<file path="src/rtl/raster_sequencer.sv">
// raster_sequencer: runs one draw/clear op from the CSR through the raster/clear engines
module raster_sequencer #(
  parameter int TIMEOUT_W = 20
) (
  input  logic        clk,
  input  logic        reset,
  input  logic [63:0] csr_in,
  input  logic [63:0] vertex_a_in,
  input  logic [63:0] vertex_b_in,
  input  logic [63:0] vertex_c_in,
  input  logic [63:0] back_colour_in,
  output logic [5:0]  control_bit_address,
  output logic        control_bit_load,
  output logic        control_bit_in,
  input  logic        control_bit_out,
  output logic [63:0] vtx_a_q,
  output logic [63:0] vtx_b_q,
  output logic [63:0] vtx_c_q,
  output logic [31:0] colour_q,
  output logic        raster_start,
  input  logic        raster_done,
  output logic        clear_start,
  input  logic        clear_done,
  output logic        irq
);
  typedef enum logic [3:0] {IDLE, SNAP, SET_BUSY, CLR_DONE, KICK, WAIT, WR_DONE, CLR_START, CLR_BUSY} state_t;
  localparam logic [TIMEOUT_W-1:0] WD_LAST = {{(TIMEOUT_W-1){1'b1}}, 1'b0};
  state_t state_q, state_d;
  logic op_q, op_d, sub_q, sub_d;
  logic [TIMEOUT_W-1:0] wd_q, wd_d;
  logic [63:0] vtx_a_d, vtx_b_d, vtx_c_d;
  logic [31:0] colour_d;
  logic load_q, load_d, bit_q, bit_d, retry_q, retry_d;
  logic [5:0] addr_q, addr_d;
  logic raster_start_q, raster_start_d, clear_start_q, clear_start_d;
  logic chk_q, chk_bit_q, chk_retry_q;
  logic [5:0] chk_addr_q;
  logic mismatch, done, unused;
  assign control_bit_address = addr_q;
  assign control_bit_load = load_q;
  assign control_bit_in = bit_q;
  assign raster_start = raster_start_q;
  assign clear_start = clear_start_q;
  assign irq = csr_in[4] & (csr_in[2] | csr_in[5]);
  assign unused = ^{csr_in[63:6], csr_in[1], back_colour_in[63:32]};
  // Read-back arrives the cycle after a write; a first-time mismatch re-issues it while the FSM holds.
  assign mismatch = chk_q && !chk_retry_q && (control_bit_out != chk_bit_q);
  assign done = op_q ? clear_done : raster_done;
  always_comb begin
    state_d = state_q;
    op_d = op_q;
    sub_d = sub_q;
    wd_d = wd_q;
    vtx_a_d = vtx_a_q;
    vtx_b_d = vtx_b_q;
    vtx_c_d = vtx_c_q;
    colour_d = colour_q;
    {load_d, addr_d, bit_d, retry_d} = {1'b0, addr_q, bit_q, 1'b0};
    raster_start_d = 1'b0;
    clear_start_d = 1'b0;
    if (mismatch) {load_d, addr_d, bit_d, retry_d} = {1'b1, chk_addr_q, chk_bit_q, 1'b1};
    else case (state_q)
      IDLE: if (csr_in[3] || csr_in[0]) begin
        op_d = csr_in[3];
        state_d = SNAP;
      end
      SNAP: begin
        {vtx_a_d, vtx_b_d, vtx_c_d, colour_d} = {vertex_a_in, vertex_b_in, vertex_c_in, back_colour_in[31:0]};
        state_d = SET_BUSY;
        {load_d, addr_d, bit_d} = {1'b1, 6'd1, 1'b1};
      end
      SET_BUSY: begin
        state_d = CLR_DONE;
        sub_d = 1'b0;
        {load_d, addr_d, bit_d} = {1'b1, 6'd2, 1'b0};
      end
      CLR_DONE: if (!sub_q) begin
        sub_d = 1'b1;
        {load_d, addr_d, bit_d} = {1'b1, 6'd5, 1'b0};
      end else begin
        state_d = KICK;
        raster_start_d = !op_q;
        clear_start_d = op_q;
      end
      KICK: begin
        state_d = WAIT;
        wd_d = '0;
      end
      WAIT: begin
        wd_d = wd_q + 1'b1;
        if (done || wd_q == WD_LAST) begin
          state_d = WR_DONE;
          {load_d, addr_d, bit_d} = {1'b1, done ? 6'd2 : 6'd5, 1'b1};
        end
      end
      WR_DONE: begin
        state_d = CLR_START;
        {load_d, addr_d, bit_d} = {1'b1, op_q ? 6'd3 : 6'd0, 1'b0};
      end
      CLR_START: begin
        state_d = CLR_BUSY;
        {load_d, addr_d, bit_d} = {1'b1, 6'd1, 1'b0};
      end
      CLR_BUSY: state_d = IDLE;
      default: state_d = IDLE;
    endcase
  end
  always_ff @(posedge clk or negedge reset) begin
    if (!reset) begin
      state_q <= IDLE;
      {op_q, sub_q, wd_q} <= '0;
      {vtx_a_q, vtx_b_q, vtx_c_q, colour_q} <= '0;
      {load_q, addr_q, bit_q, retry_q} <= '0;
      {raster_start_q, clear_start_q} <= '0;
      {chk_q, chk_addr_q, chk_bit_q, chk_retry_q} <= '0;
    end else begin
      state_q <= state_d;
      {op_q, sub_q, wd_q} <= {op_d, sub_d, wd_d};
      {vtx_a_q, vtx_b_q, vtx_c_q, colour_q} <= {vtx_a_d, vtx_b_d, vtx_c_d, colour_d};
      {load_q, addr_q, bit_q, retry_q} <= {load_d, addr_d, bit_d, retry_d};
      {raster_start_q, clear_start_q} <= {raster_start_d, clear_start_d};
      {chk_q, chk_addr_q, chk_bit_q, chk_retry_q} <= {load_q, addr_q, bit_q, retry_q};
    end
  end
endmodule

</file>
<file path="config.mk">
export PLATFORM = sky130hd
export DESIGN_NAME = raster_sequencer
export DESIGN_NICKNAME = d
export VERILOG_FILES = /design/src/rtl/raster_sequencer.sv
export SDC_FILE = /design/constraint.sdc
export NUM_CORES = 1
export LEC_CHECK = 0
export BUFFER_PORTS_ARGS = -buffer_cell sky130_fd_sc_hd__buf_4
export CAP_MARGIN = 15
export CELL_PAD_IN_SITES_DETAIL_PLACEMENT = 2
export CELL_PAD_IN_SITES_GLOBAL_PLACEMENT = 2
export CORE_AREA = 2 2 215 217
export CTS_BUF_LIST = sky130_fd_sc_hd__clkbuf_4 sky130_fd_sc_hd__clkbuf_8 sky130_fd_sc_hd__clkbuf_16
export DETAILED_ROUTE_END_ITERATION = 16
export DIE_AREA = 0 0 217 219
export HOLD_SLACK_MARGIN = 0.15
export PLACE_DENSITY = 0.74
export SLEW_MARGIN = 20
export SYNTH_ARGS = -nofsm -noshare
export SYNTH_HDL_FRONTEND = slang
export SYNTH_SLANG_ARGS = --single-unit
</file>
<file path="constraint.sdc">
create_clock -name clk -period 5.1 [get_ports clk]
set_input_delay 1.02 -clock clk [delete_from_list [all_inputs] [get_ports clk]]
set_output_delay 1.02 -clock clk [all_outputs]
set_load 0.01 [all_outputs]
</file>
==> results of run 1 <==
[area by class of cell]
type / count / area (sq um) / share of cell area
multi-input cells: 383 / 3510 / 0.2204
well taps: 600 / 750.7 / 0.04714
clock buffers: 54 / 1091 / 0.06852
repair buffers: 475 / 3611 / 0.2268
flip-flops and latches: 270 / 6756 / 0.4243
clock inverters: 10 / 163.9 / 0.01029
inverters: 11 / 41.29 / 0.002593
[routing by layer]
metal  track usage  routed length [microns]
met5             0                        0
met4       0.04726                      925
met3       0.05142                     2986
met2        0.2462                    17430
met1        0.1577                    12870
[per-stage QoR]
stage               setup slack, ns  area (sq um)
finish                        2.260         15920
global route                  2.203         15920
CTS                           2.334         15920
detailed placement            1.763         14670
global placement              1.820         14670
floorplan                     2.590         10600
[worst max-delay path by stage]
stage | start | to | slack, ns | depth (start not counted)
floorplan | control_bit_out | colour_q[0] | 2.59 | 9
global placement | control_bit_out | vtx_b_q[43] | 1.82 | 8
detailed placement | control_bit_out | vtx_c_q[46] | 1.76 | 8
CTS | control_bit_out | vtx_a_q[9] | 2.33 | 8
global route | control_bit_out | colour_q[16] | 2.20 | 8
finish | control_bit_out | colour_q[18] | 2.26 | 8
[power breakdown]
group	total [mW]	internal, mW	switching, mW
registers	3.78	3.17	0.611
clock network	2.64	1.69	0.955
logic	4.37	2.37	2.00
[sequential cells by signal, summed over array words and instances, names as in the netlist, 4 cells and up]
| name | cells |
|---|---|
| vtx_a_q | 64 |
| vtx_b_q | 64 |
| vtx_c_q | 64 |
| colour_q | 32 |
| wd_q | 20 |
| chk_addr_q | 6 |
| control_bit_address | 6 |
| state_q | 4 |
[worst max-delay path: stages]
cell      delay, ns
buf_4          0.11
xnor2_1        0.28
or2_4          0.21
inv_2          0.13
nor3_4         0.26
nand3b_1       0.24
buf_12         0.27
mux2_1         0.49
[kinds of logic after synthesis]
logic type      synth area share
flops                     0.6376
mux                       0.2482
simple gates             0.04830
buf+inv                  0.03117
compound gates           0.01996
xor+xnor                 0.01240
fa+ha+maj               0.002361
[placed cells by master (no fill, tap or decap), types with 3 or more instances in the layout]
master,Yosys,final
bufinv_16,0,4
clkbuf_16,0,37
o21ai_0,12,12
nor2_1,22,22
nand2_1,24,24
a22o_1,4,4
inv_1,10,10
nor4_1,9,9
nand4_1,3,3
nand3_1,10,10
mux2_1,160,160
mux2_2,70,70
nor2b_1,4,4
mux2i_1,4,4
buf_4,1,471
xnor2_1,15,15
and3_1,3,3
buf_12,0,3
a21oi_1,4,4
inv_6,0,3
nor3_1,12,12
dfrtp_1,270,270
clkbuf_4,0,11
clkbuf_8,0,6
==> run_results.csv, run 1 <==
group,metric,value,unit
yosys,syn_area_per_cell,15.12,sq um
global_routing,grt_pass1_wl,51480,microns
placement,dp_hpwl,24920,microns
drt,drt_iter0_markers,228,
clock_network,cts_made_buffers,36,
yosys,synth_top_area_frac,0.6376,
timing,worst_slew_pin_slew,1.005,ns
yosys,synth_edf_count,0,
die,fp.dieW,217,microns
critical_path,path_max_fanout,116,
drt,remaining_drc_errors,0,
drt,drt-vias-per-instance,4.247,
timing,setup_viol,0,
timing,skew,0.02152,ns
timing,relSlewSlack,0.3274,
yosys,synthTopCellsByCount,"dfrtp_1 (270), mux2_1 (160), mux2_2 (70), nand2_1 (24), nor2_1 (22)",
pwr,p_total,10.79,mW
clock_network,clkTransAtPathRegs,0.05,ns
timing,fmax,0.3521,GHz
global_routing,grtUsageTotal,0.1406,
yosys,synth.top_cells.by_area,"dfrtp_1 (64%), mux2_1 (17%), mux2_2 (7.4%), buf_6 (1.9%), xnor2_1 (1.2%)",
drt,wl,34210,microns
cells_and_area,utilization,0.3532,
timing,period_share,0.5569,
critical_path,rrSetupSlack,2.46,ns
critical_path,startpoint_type,"input pin",
timing,rsz0062_at_grt,"no",
critical_path,rr_endpoint,"colour_q[18]",
critical_path,worstSetupPathType,"in2reg",
critical_path,r2r_start,"chk_bit_q",
placement,portBuffers,468,
pwr,leakage,7.486,nW
die,io_pins,560,
cells_and_area,finalNonFillerCells,1803,
cells_and_area,diodes,0,
critical_path,end_kind,"register",
clock_network,root_buffer,"clkbuf_16",
run_status,outcome,"finished, final reports clean",
cells_and_area,syn_to_final_growth,50.28,%
yosys,synth.yosys.seq_area_share,0.6376,
yosys,synth_fp_nets,1028,
critical_path,crit_arrival,3.25,ns
clock_network,cts_tree,"built",
die,dieArea,47520,sq um
die,coreArea,45090,sq um
global_routing,grt-ovfl-total,0,
drt,firstDrtPassIters,4,
clock_network,post-cts-setup-buffer-count,0,
cells_and_area,fin_nets,1504,
die,num_rows,78,
cells_and_area,drive_gt1_frac,0.5112,
clock_network,cts_resized,0,
die,chipHeight,219,microns
yosys,syn_inst,701,
timing,slew_viol_final,0,
yosys,ys.flop_type,"dfrtp_1",
yosys,synth_area,10600,sq um
timing,finalHoldWorstSlack,0.3544,ns
timing,hold_viol,0,
critical_path,ff2ff_path_depth,7,
clock_network,clock_latency,0.53,ns
clock_network,cts.path.max_buffers,3,
global_routing,grt_pass1_vias,8656,
drt,final_antenna_net_count,0,
yosys,yosys.area.top_type,"dfrtp_1",
pwr,p_per_area,677.9,nW/um^2
timing,period_needed,2.840,ns
pwr,peakVddDrop,0.3445,mV
hold_path,worstHoldPathCells,0,
yosys,synth_cell_types,45,
clock_network,cts_hold_buf,0,
yosys,post-synth-top-count-cell,"dfrtp_1",
cells_and_area,fillCellCount,4690,
yosys,yosysWarnings,0,
hold_path,hold_path_class,"reg2reg",
flow_run,drv_cap,0,
yosys,synth_seq_cells,270,
hold_path,holdPathEnd,"chk_retry_q",
global_routing,antenna_found_initial,0,
yosys,async_flop_share,1.000,
clock_network,h-tree-depth,2,
placement,place_inst,1739,
drt,detail_route.wl_per_cell,18.98,microns
clock_network,cts.sinks,270,
critical_path,crit_required,5.51,ns
placement,gp_congestion,0.7663,
hold_path,min_from,"retry_q",
die,start_util,0.2350,
drt,num_vias,7658,
timing,setup-tns-final,0,ns
global_routing,grt_max_degree,117,
Note: power is estimated with default switching activity, not from simulation.
==> run 2: changes to the inputs <==
--- a/config.mk
+++ b/config.mk
@@ -9,12 +9,12 @@
 export CAP_MARGIN = 15
 export CELL_PAD_IN_SITES_DETAIL_PLACEMENT = 2
 export CELL_PAD_IN_SITES_GLOBAL_PLACEMENT = 2
-export CORE_AREA = 2 2 215 217
+export CORE_AREA = 2 2 216 218
 export CTS_BUF_LIST = sky130_fd_sc_hd__clkbuf_4 sky130_fd_sc_hd__clkbuf_8 sky130_fd_sc_hd__clkbuf_16
 export DETAILED_ROUTE_END_ITERATION = 16
-export DIE_AREA = 0 0 217 219
+export DIE_AREA = 0 0 218 220
 export HOLD_SLACK_MARGIN = 0.15
-export PLACE_DENSITY = 0.74
+export PLACE_DENSITY = 0.77
 export SLEW_MARGIN = 20
 export SYNTH_ARGS = -nofsm -noshare
 export SYNTH_HDL_FRONTEND = slang
==> constraint.sdc (replaced) <==
create_clock -name clk -period 2.3 [get_ports clk]
set_input_delay 0.46 -clock clk [delete_from_list [all_inputs] [get_ports clk]]
set_output_delay 0.46 -clock clk [all_outputs]
set_load 0.01 [all_outputs]
==> run 2 against run 1 <==
Compared with the run above:
- setup slack worse by 2.1 ns
- critical path depth did not move
- count of clock-buffer cells in the layout is 2 lower
- sequential share of layout area shrank 5.5 points
- total power up 140%
- via count increased by 15%
- routed wire length is 37% higher
- first-iteration DRC count rose by 12%
- die area increased by 0.92%
- cell count increased by 13%
- worst hold slack worse by 0.18 ns
- critical path type is now reg2reg
- critical endpoint is now colour_q[5]
==> run_results.csv, run 2 (synthesis results as in run 1) <==
group,metric,value,unit
placement,gp_congestion,0.7664,
timing,period_needed,2.150,ns
cells_and_area,drive_gt1_frac,0.4444,
drt,detail_route.wl_per_cell,22.99,microns
critical_path,startpoint_type,"register",
timing,setup_viol,0,
critical_path,crit_required,2.68,ns
clock_network,cts.path.max_buffers,3,
clock_network,cts_made_buffers,34,
critical_path,path_max_fanout,34,
critical_path,crit_arrival,2.53,ns
global_routing,grtUsageTotal,0.1903,
drt,num_vias,8814,
global_routing,antenna_found_initial,2,
clock_network,post-cts-setup-buffer-count,0,
die,fp.dieW,218,microns
flow_run,drv_cap,0,
clock_network,h-tree-depth,2,
timing,slew_viol_final,0,
cells_and_area,most-common-layout-cells,"buf_4 (488), dfrtp_1 (270), dlygate4sd3_1 (211), mux2_1 (160), mux2_2 (70)",
cells_and_area,syn_to_final_growth,72.80,%
clock_network,clkTransAtPathRegs,0.06,ns
critical_path,worstSetupPathType,"reg2reg",
timing,skew,0.01955,ns
cells_and_area,utilization,0.3992,
timing,relSlewSlack,0.6435,
drt,final_antenna_net_count,0,
clock_network,cts_tree,"built",
die,chipHeight,220,microns
global_routing,grt_pass1_vias,10400,
cells_and_area,mostFrequentLayoutCell,"buf_4",
die,io_pins,560,
placement,place_inst,1773,
timing,period_share,0.9346,
placement,portBuffers,468,
pwr,peakVddDrop,0.5652,mV
clock_network,cts.sinks,270,
drt,firstDrtPassIters,4,
global_routing,grt-ovfl-total,0,
global_routing,grt_max_degree,63,
timing,rsz0062_at_grt,"no",
cells_and_area,fin_nets,1740,
timing,worst_slew_pin_slew,0.5298,ns
drt,drt-vias-per-instance,4.308,
pwr,p_per_area,1397,nW/um^2
timing,fmax,0.4652,GHz
cells_and_area,finalNonFillerCells,2046,
drt,drt_iter0_markers,256,
timing,setup-tns-final,0,ns
global_routing,grt_pass1_wl,68160,microns
hold_path,hold_path_class,"in2reg",
timing,hold_viol,0,
run_status,outcome,"finished, final reports clean",
drt,remaining_drc_errors,0,
cells_and_area,fillCellCount,4653,
clock_network,clock_latency,0.53,ns
pwr,leakage,8.520,nW
die,coreArea,45860,sq um
die,dieArea,47960,sq um
placement,dp_hpwl,26780,microns
die,num_rows,79,
die,start_util,0.2310,
clock_network,root_buffer,"clkbuf_16",
drt,wl,47040,microns
critical_path,end_kind,"register",
==> run 2: worst paths after layout <==
kind / start / endpoint / slack, ns / depth (start not counted)
min reg2reg: retry_q / chk_retry_q / 0.37 / 0
max in group asynchronous: reset / colour_q[11] / 1.06 / 3
max: chk_bit_q / colour_q[5] / 0.15 / 8
max reg2reg: chk_bit_q / colour_q[5] / 0.15 / 8
min in group asynchronous: reset / vtx_c_q[3] / 0.52 / 2
min: vertex_c_in[43] / vtx_c_q[43] / 0.17 / 2
==> run 2: stage by stage <==
step / power, mW / setup slack (ns) / instance area [sq um] / hold WS, ns
3_3_place_gp: 18.45 / 0.06489 / 15010 / 0.3326
2_1_floorplan: 13.42 / 0.3499 / 10600 / 0.1644
4_1_cts: 25.12 / 0.1670 / 18300 / 0.1514
5_1_grt: 26.93 / 0.01510 / 18310 / 0.1537
6_report: 25.57 / 0.1504 / 18310 / 0.1750
3_5_place_dp: 18.98 / 0.01595 / 15010 / 0.3583
==> run 2: cell type report <==
type	count	area, sq um	area share
Clock inverter	9	101.3	0.005535
Timing Repair Buffer	713	6051	0.3305
Multi-Input combinational cell	383	3510	0.1917
Clock buffer	52	1089	0.05945
Inverter	11	41.29	0.002255
Tap cell	607	759.5	0.04148
Antenna cell	1	2.502	0.0001367
Sequential cell	270	6756	0.3690
==> run 2: repair_timing <==
item	4_1_cts	5_1_grt
resized for setup	0	0
endpoints found under the hold margin	255	1
hold buffers	210	1
==> run 2: metal layers <==
layer | GRT usage | vias to the layer above | share of wire
met5 | 0 | - | 0.00028
met4 | 0.08844 | 2 | 0.044
met3 | 0.05355 | 99 | 0.061
met2 | 0.3554 | 341 | 0.54
met1 | 0.1956 | 4492 | 0.36
li1 | - | 3880 | -
==> run 2: critical path, cell delays in order (launching register included) <==
cell      delay (ns)
dfrtp_1         0.39
xnor2_1         0.26
or2_4           0.20
inv_2           0.05
nor3_4          0.13
nand3b_1        0.16
buf_12          0.20
buf_12          0.18
mux2_1          0.39
==> run 2: report_power, final <==
group | total [mW] | leakage (nW) | internal, mW | switching [mW]
clock | 5.67 | 0.598 | 3.50 | 2.17
sequential | 8.64 | 3.24 | 7.04 | 1.60
combinational | 11.3 | 4.68 | 5.92 | 5.35
